===== config.mk =====
export PLATFORM = sky130hd
export DESIGN_NAME = serial_negator
export DESIGN_NICKNAME = d
export VERILOG_FILES = /design/src/rtl/alu_pkg.sv /design/src/rtl/neg_bit_cell.sv /design/src/rtl/serial_negator.sv
export SDC_FILE = /design/constraint.sdc
export NUM_CORES = 1
export LEC_CHECK = 0
export CAP_MARGIN = 20
export CORE_MARGIN = 2
export CORE_UTILIZATION = 44
export DETAILED_ROUTE_END_ITERATION = 10
export PLACE_DENSITY = 0.75
export REMOVE_ABC_BUFFERS = 1
export SETUP_SLACK_MARGIN = 0.5
export SYNTH_ARGS = -nofsm -noshare
export SYNTH_HDL_FRONTEND = slang
export SYNTH_SLANG_ARGS = --single-unit
export TNS_END_PERCENT = 10

===== constraint.sdc =====
create_clock -name clk -period 1.2 [get_ports clk]
set_input_delay 0.12 -clock clk [delete_from_list [all_inputs] [get_ports clk]]
set_output_delay 0.12 -clock clk [all_outputs]
set_load 0.02 [all_outputs]

===== src/rtl/alu_pkg.sv =====
// Shared ALU definitions: negator FSM states and negation mode encodings.
package alu_pkg;

  typedef enum logic [1:0] {
    IDLE  = 2'd0,
    SHIFT = 2'd1,
    DONE  = 2'd2
  } neg_state_e;

  localparam logic NEG_MODE_ONES = 1'b0;
  localparam logic NEG_MODE_TWOS = 1'b1;

endpackage


===== src/rtl/neg_bit_cell.sv =====
// One-bit negate-and-increment cell: inverts x and adds the incoming carry.
module neg_bit_cell (
  input  logic x,
  input  logic cin,
  output logic s,
  output logic cout
);

  assign s    = ~x ^ cin;
  assign cout = ~x & cin;

endmodule


===== src/rtl/serial_negator.sv =====
// Bit-serial one's/two's complement unit. One operand bit per clock, LSB
// first, through a single neg_bit_cell; result handed off over valid/ready.
module serial_negator
  import alu_pkg::*;
#(
  parameter int WIDTH = 4,
  parameter int CNT_W = $clog2(WIDTH + 1)
) (
  input  logic             clk,
  input  logic             rst,
  input  logic             in_valid,
  output logic             in_ready,
  input  logic [WIDTH-1:0] in_a,
  input  logic             in_mode,
  output logic             out_valid,
  input  logic             out_ready,
  output logic [WIDTH-1:0] out_neg,
  output logic             out_zero,
  output logic             out_ovf
);

  // Most negative value: the only operand whose two's complement overflows.
  localparam logic [WIDTH-1:0] MIN_VAL = {1'b1, {(WIDTH-1){1'b0}}};

  neg_state_e       state_q, state_d;
  logic [CNT_W-1:0] cnt_q;
  logic [WIDTH-1:0] sr_q;
  logic [WIDTH-1:0] res_q;
  logic [WIDTH-1:0] res_nxt;
  logic             carry_q;
  logic             mode_q;
  logic             min_q;
  logic             zero_q;
  logic             ovf_q;
  logic             bit_s;
  logic             bit_c;
  logic             last;
  logic             accept;

  neg_bit_cell u_cell (
    .x    (sr_q[0]),
    .cin  (carry_q),
    .s    (bit_s),
    .cout (bit_c)
  );

  assign res_nxt = {bit_s, res_q[WIDTH-1:1]};
  assign last    = (cnt_q == CNT_W'(WIDTH - 1));
  assign accept  = in_valid && in_ready;

  // State register.
  always_ff @(posedge clk) begin
    if (rst) state_q <= IDLE;
    else     state_q <= state_d;
  end

  // Next-state and handshake/output decode; results are only exposed in DONE.
  always_comb begin
    state_d   = state_q;
    in_ready  = 1'b0;
    out_valid = 1'b0;
    out_neg   = '0;
    out_zero  = 1'b0;
    out_ovf   = 1'b0;
    case (state_q)
      IDLE: begin
        in_ready = 1'b1;
        if (in_valid) state_d = SHIFT;
      end
      SHIFT: begin
        if (last) state_d = DONE;
      end
      DONE: begin
        out_valid = 1'b1;
        out_neg   = res_q;
        out_zero  = zero_q;
        out_ovf   = ovf_q;
        if (out_ready) state_d = IDLE;
      end
      default: state_d = IDLE;
    endcase
  end

  // Datapath: load on accept, shift one bit per cycle, capture flags on the
  // final bit. The overflow flag comes from the operand as loaded, since the
  // shift register no longer holds it by the end.
  always_ff @(posedge clk) begin
    if (rst) begin
      cnt_q   <= '0;
      sr_q    <= '0;
      res_q   <= '0;
      carry_q <= 1'b0;
      mode_q  <= 1'b0;
      min_q   <= 1'b0;
      zero_q  <= 1'b0;
      ovf_q   <= 1'b0;
    end else begin
      case (state_q)
        IDLE: begin
          if (accept) begin
            sr_q    <= in_a;
            mode_q  <= in_mode;
            carry_q <= in_mode;
            min_q   <= (in_a == MIN_VAL);
            cnt_q   <= '0;
            res_q   <= '0;
            zero_q  <= 1'b0;
            ovf_q   <= 1'b0;
          end
        end
        SHIFT: begin
          sr_q    <= sr_q >> 1;
          res_q   <= res_nxt;
          carry_q <= bit_c;
          cnt_q   <= cnt_q + CNT_W'(1);
          if (last) begin
            zero_q <= (res_nxt == '0);
            ovf_q  <= (mode_q == NEG_MODE_TWOS) && min_q;
          end
        end
        default: ;
      endcase
    end
  end

endmodule


# After elaboration in Yosys (flattened, before gate mapping)
# Index checks and enable logic that the tools add are counted.
[totals] ff_bits=18 inputBits=9 output_inout_bits=8 word_cells=52
[classes] addsub=1 eq_ne=8 mux=22 bitwise_logic=3 reduce_logical=9
[op_table] operator="$pmux W4 S2" n=2
[op_table] operator="$mux W4" n=3
[op_table] operator="$mux W1" n=8
[op_table] operator="$ne A2 B2 Y1 const B" n=4
[op_table] operator="$mux W2" n=3
[op_table] operator="$pmux W1 S2" n=3
[op_table] operator="$pmux W2 S3" n=1
[op_table] operator="$pmux W3 S2" n=1
[op_table] operator="$reduce_and A3 Y1" n=2
[op_table] operator="$eq A4 B4 Y1 const B" n=1
[op_table] operator="$logic_not A4 Y1" n=1
[op_table] operator="$reduce_and A2 Y1" n=2
[op_table] operator="$add A3 B1 Y3 const B" n=1
[op_table] operator="$eq A3 B2 Y1 const B" n=1
[op_table] operator="$mux W3" n=1
[op_table] operator="$eq A2 B1 Y1 const B" n=1
[op_table] operator="$eq A2 B2 Y1 const B" n=1
[op_table] operator="$logic_and A1 B1 Y1" n=2
[op_table] operator="$logic_not A2 Y1" n=1
[op_table] operator="$reduce_bool A2 Y1" n=1
[op_table] operator="$and A1 B1 Y1" n=1
[op_table] operator="$not A1 Y1" n=1
[op_table] operator="$xor A1 B1 Y1" n=1

# Logic depth before layout (Yosys ltp)
[logic_depth] word_depth=5 mapped_depth=5 mapped_depth_nobuf=5

# Cells and area by module
# From an unflattened synthesis, not the netlist that was laid out.
[unflattened] hier_cells=97 hier_area_um2=848.3
[by_module_without_submodules] mod="serial_negator" instances=1 cells_per_inst=95 area_per_inst_um2=832.0 seq_area_each_um2=360.3
[by_module_without_submodules] mod="neg_bit_cell" instances=1 cells_per_inst=2 area_per_inst_um2=16.3 seq_area_each_um2=0.0

# Least setup slack after synthesis
# Ideal clock, no wire load.
[synth_timing] kind="register -> output" startpoint="register state_q[1]" endpoint="output port out_neg[0]" arrival_ns=1.225 required_ns=1.080 setup_slack_ns=-0.145 stages_incl_launch_ff=3 n_path_buf=0 cell_sequence="dfxtp_1 -> nor2b_1 -> and2_1"
[synth_via] elab_chain_len=2
[synth_lines] element="start, declared" line_no="serial_negator.sv:25" source="neg_state_e state_q, state_d;"
[synth_lines] element="start signal, assigned" line_no="serial_negator.sv:54" source="else state_q <= state_d;"
[synth_lines] element="$eq A2 B2 Y1" line_no="serial_negator.sv:65" source="case (state_q)"
[synth_lines] element="$mux W4" line_no="serial_negator.sv:65"
[synth_lines] element="end, declared" line_no="serial_negator.sv:17" source="output logic [WIDTH-1:0] out_neg,"
# Every way passes these cells.

# Worst setup path after layout
[layout_timing] startpoint="register state_q[1]" endpoint="output port out_ovf"
[layout_via] elab_chain_len=2
[layout_lines] element="$eq A2 B2 Y1" line_no="serial_negator.sv:65"
[layout_lines] element="$mux W1" line_no="serial_negator.sv:65"
[layout_lines] element="end, declared" line_no="serial_negator.sv:19" source="output logic out_ovf"
# Every way passes these cells.

==> impl_results.md <==
- RSZ-0062 raised after global routing: yes
- H-tree Lvls: 1
- Slew Limit Fails: 0
- DIE AREA: 2270 um2
- Worst r2r dst: min_q
- Clock Latency Late Sink: 0.30 ns
- Worst flop-to-flop path startpoint: state_q[0]
- Crit path launch type: flop
- Clock transition time at the flip-flop clock pins of the worst setup and hold paths: 0.11 ns
- Worst setup margin: -0.0693 ns
- FF+latch count, synth: 18
- Leakage dissipation: 0.478 nW
- Post-CTS setup buffers: 0
- Wire length of the first global-routing pass: 2960 um
- Core Footprint: 1760 um2
- Vias per cell: 5.28
- Initial Util: 0.474
- Die H: 47.6 um
- Max Root-Sink Buffers: 2
- FP Rows: 15
- Most common cell after layout, fill and taps aside: dfxtp_1
- PwrDens: 1020 nW/um2
- WS Path Type: reg2out
- Vias in the first global route: 651
- Syn_area_per_cell: 8.90 um2
- Hold Fails Final Rpt: 0
- Cell depth of the worst hold path: 3
- DRC viols: 0
- Status: finished with violations
- Routed Antenna Nets: 0
- Drt pass-1 iters: 4
- WL per Instance: 13.1 um
- Maximum vdd drop: 0.790 mV
- Post-synthesis sequential area ratio: 0.430
- Hold EP: state_q[1]
- Final WL: 1920 um
- Final nets: 134
- Cell variety after synth: 30
- IO Port Bufs: 16
- ANT cells: 0
- Worst slew margin: 0.798
- Via count: 771
- Data arrival, critical path: 1.15 ns
- Worst Max-Slew Pin Slew: 0.299 ns
- Clk_skew: 0.00238 ns
- Layout area overhead: 48.4%
- Antenna violations before repair: 0
- Final Setup Violations: 9
- R2R Setup Slk: -0.04 ns
- Synthesized area: 837 um2
- Placed Instance Area: 1090 um2
- Highest Clock Rate: 788 MHz
- GRT Overall Usage: 0.191
- CTS Sinks: 18
- CTS Buf Count: 3
- Design area: 1240 um2
- TritonCTS clock tree: done
- TNS Setup: -0.505 ns
- Most frequent cells in the layout: dfxtp_1 (14), buf_6 (10), nor2_1 (9), a21oi_1 (9), clkdlybuf4s50_1 (8)
- CP required: 1.08 ns
- Post-Place Cells: 141
- Synth Instances: 94
- Hold_sp: out_ready
- Non-filler instance count after layout: 146
- Num ports: 17
- Final GP Congestion: 0.724
- Share of cells above drive strength 1: 0.397
- Largest net degree at the start of global routing: 19
- Crit. End Element: primary output
- Period Utilization, post-route: 1.06
- Util after Layout: 0.704
- Starting DRT DRC Count: 27
- R2R depth: 4
- Clock root buffer: clkbuf_4
- MaxCap Viol Count: 0
- GRT Residual Overflow: 0
- Final worst path period need: 1.27 ns
- Synth Warn #: 0
- Failing checks: setup timing
- Final HPWL DP: 1280 um
- Die W: 47.6 um
- CP Max Fanout: 8
- Type of the tightest min-delay check: in2reg
synthesized netlist by cell type, drive strengths merged:
cell | number | share of area
dfxtp | 18 | 0.43
a21oi | 10 | 0.060
nor2 | 10 | 0.045
nand3 | 9 | 0.054
and2 | 6 | 0.045
mux2i | 6 | 0.072
nand2 | 5 | 0.022
buf | 4 | 0.033
nand2b | 4 | 0.033
a211oi | 3 | 0.027
ha | 3 | 0.045
inv | 2 | 0.0090
or3b | 2 | 0.024
a32oi | 1 | 0.010
and2b | 1 | 0.0090
clkbuf | 1 | 0.0045
nand3b | 1 | 0.0090
nand4 | 1 | 0.0075
nor2b | 1 | 0.0075
nor3 | 1 | 0.0060
nor4 | 1 | 0.0075
nor4b | 1 | 0.010
o21a | 1 | 0.0090
o21ba | 1 | 0.012
o21bai | 1 | 0.0090
routing by layer:
metal  wire, um  vias up  GRT usage
li1           -      385          -
met5          0        -          0
met2        893       29      0.289
met3         97        5     0.0340
met1        889      352      0.260
met4         36        0     0.0973
layout make-up:
type	instances	area, um2
Sequential cell	18	365
Clock buffer	4	36.3
Timing Repair Buffer	27	270
Inverter	2	7.51
Fill cell	143	522
Tap cell	25	31.3
Multi-Input combinational cell	70	532
worst max-delay path: stages (launching register included):
cell	delay, ns
dfxtp_2	0.34
nor2b_4	0.13
buf_6	0.13
and2_4	0.14
buf_6	0.11
state kept, by name, indices dropped and copies added, names as in the netlist:
name	flops
carry_q	1
mode_q	1
cnt_q	3
res_q	4
min_q	1
zero_q	1
state_q	2
sr_q	4
ovf_q	1
metrics by stage:
stage | power [mW] | worst slack [ns] | hold slack, ns
floorplan | 0.756 | -0.166 | 0.189
global placement | 0.847 | -0.204 | 0.460
detailed placement | 0.854 | -0.259 | 0.459
CTS | 1.25 | -0.0634 | 0.478
global route | 1.31 | -0.106 | 0.484
finish | 1.27 | -0.0693 | 0.474
what timing repair did:
| action | 4_1_cts | 5_1_grt |
|---|---|---|
| gates cloned | 1 | 0 |
| resized for setup | 69 | 5 |
| endpoints found under the setup margin | 26 | 26 |
| pin swaps | 15 | 4 |
| hold buffers | 0 | 0 |
worst max-delay path by stage:
stage / from / endpoint / cells past startpoint
floorplan: state_q[0] / out_neg[0] / 2
global placement: in_valid / min_q / 4
detailed placement: state_q[1] / out_neg[2] / 4
CTS: state_q[1] / out_neg[2] / 4
global route: state_q[1] / out_neg[2] / 4
finish: state_q[1] / out_ovf / 4
where the power goes:
group | total (mW) | switching, mW | leakage, nW | internal (mW)
clock | 0.389 | 0.204 | 0.0210 | 0.185
combinational | 0.232 | 0.110 | 0.309 | 0.122
sequential | 0.646 | 0.0183 | 0.148 | 0.627
total | 1.27 | 0.332 | 0.478 | 0.934
logic make-up after synthesis:
family | after synthesis | share of synthesized area
buffers and inverters | 7 | 0.0463
flip-flops | 18 | 0.430
adder cells (fa/ha/maj) | 3 | 0.0448
AO/OA/AOI/OAI | 17 | 0.127
AND/OR/NAND/NOR | 43 | 0.280
multiplexers | 6 | 0.0718
Note: power is estimated with default switching activity, not from simulation.
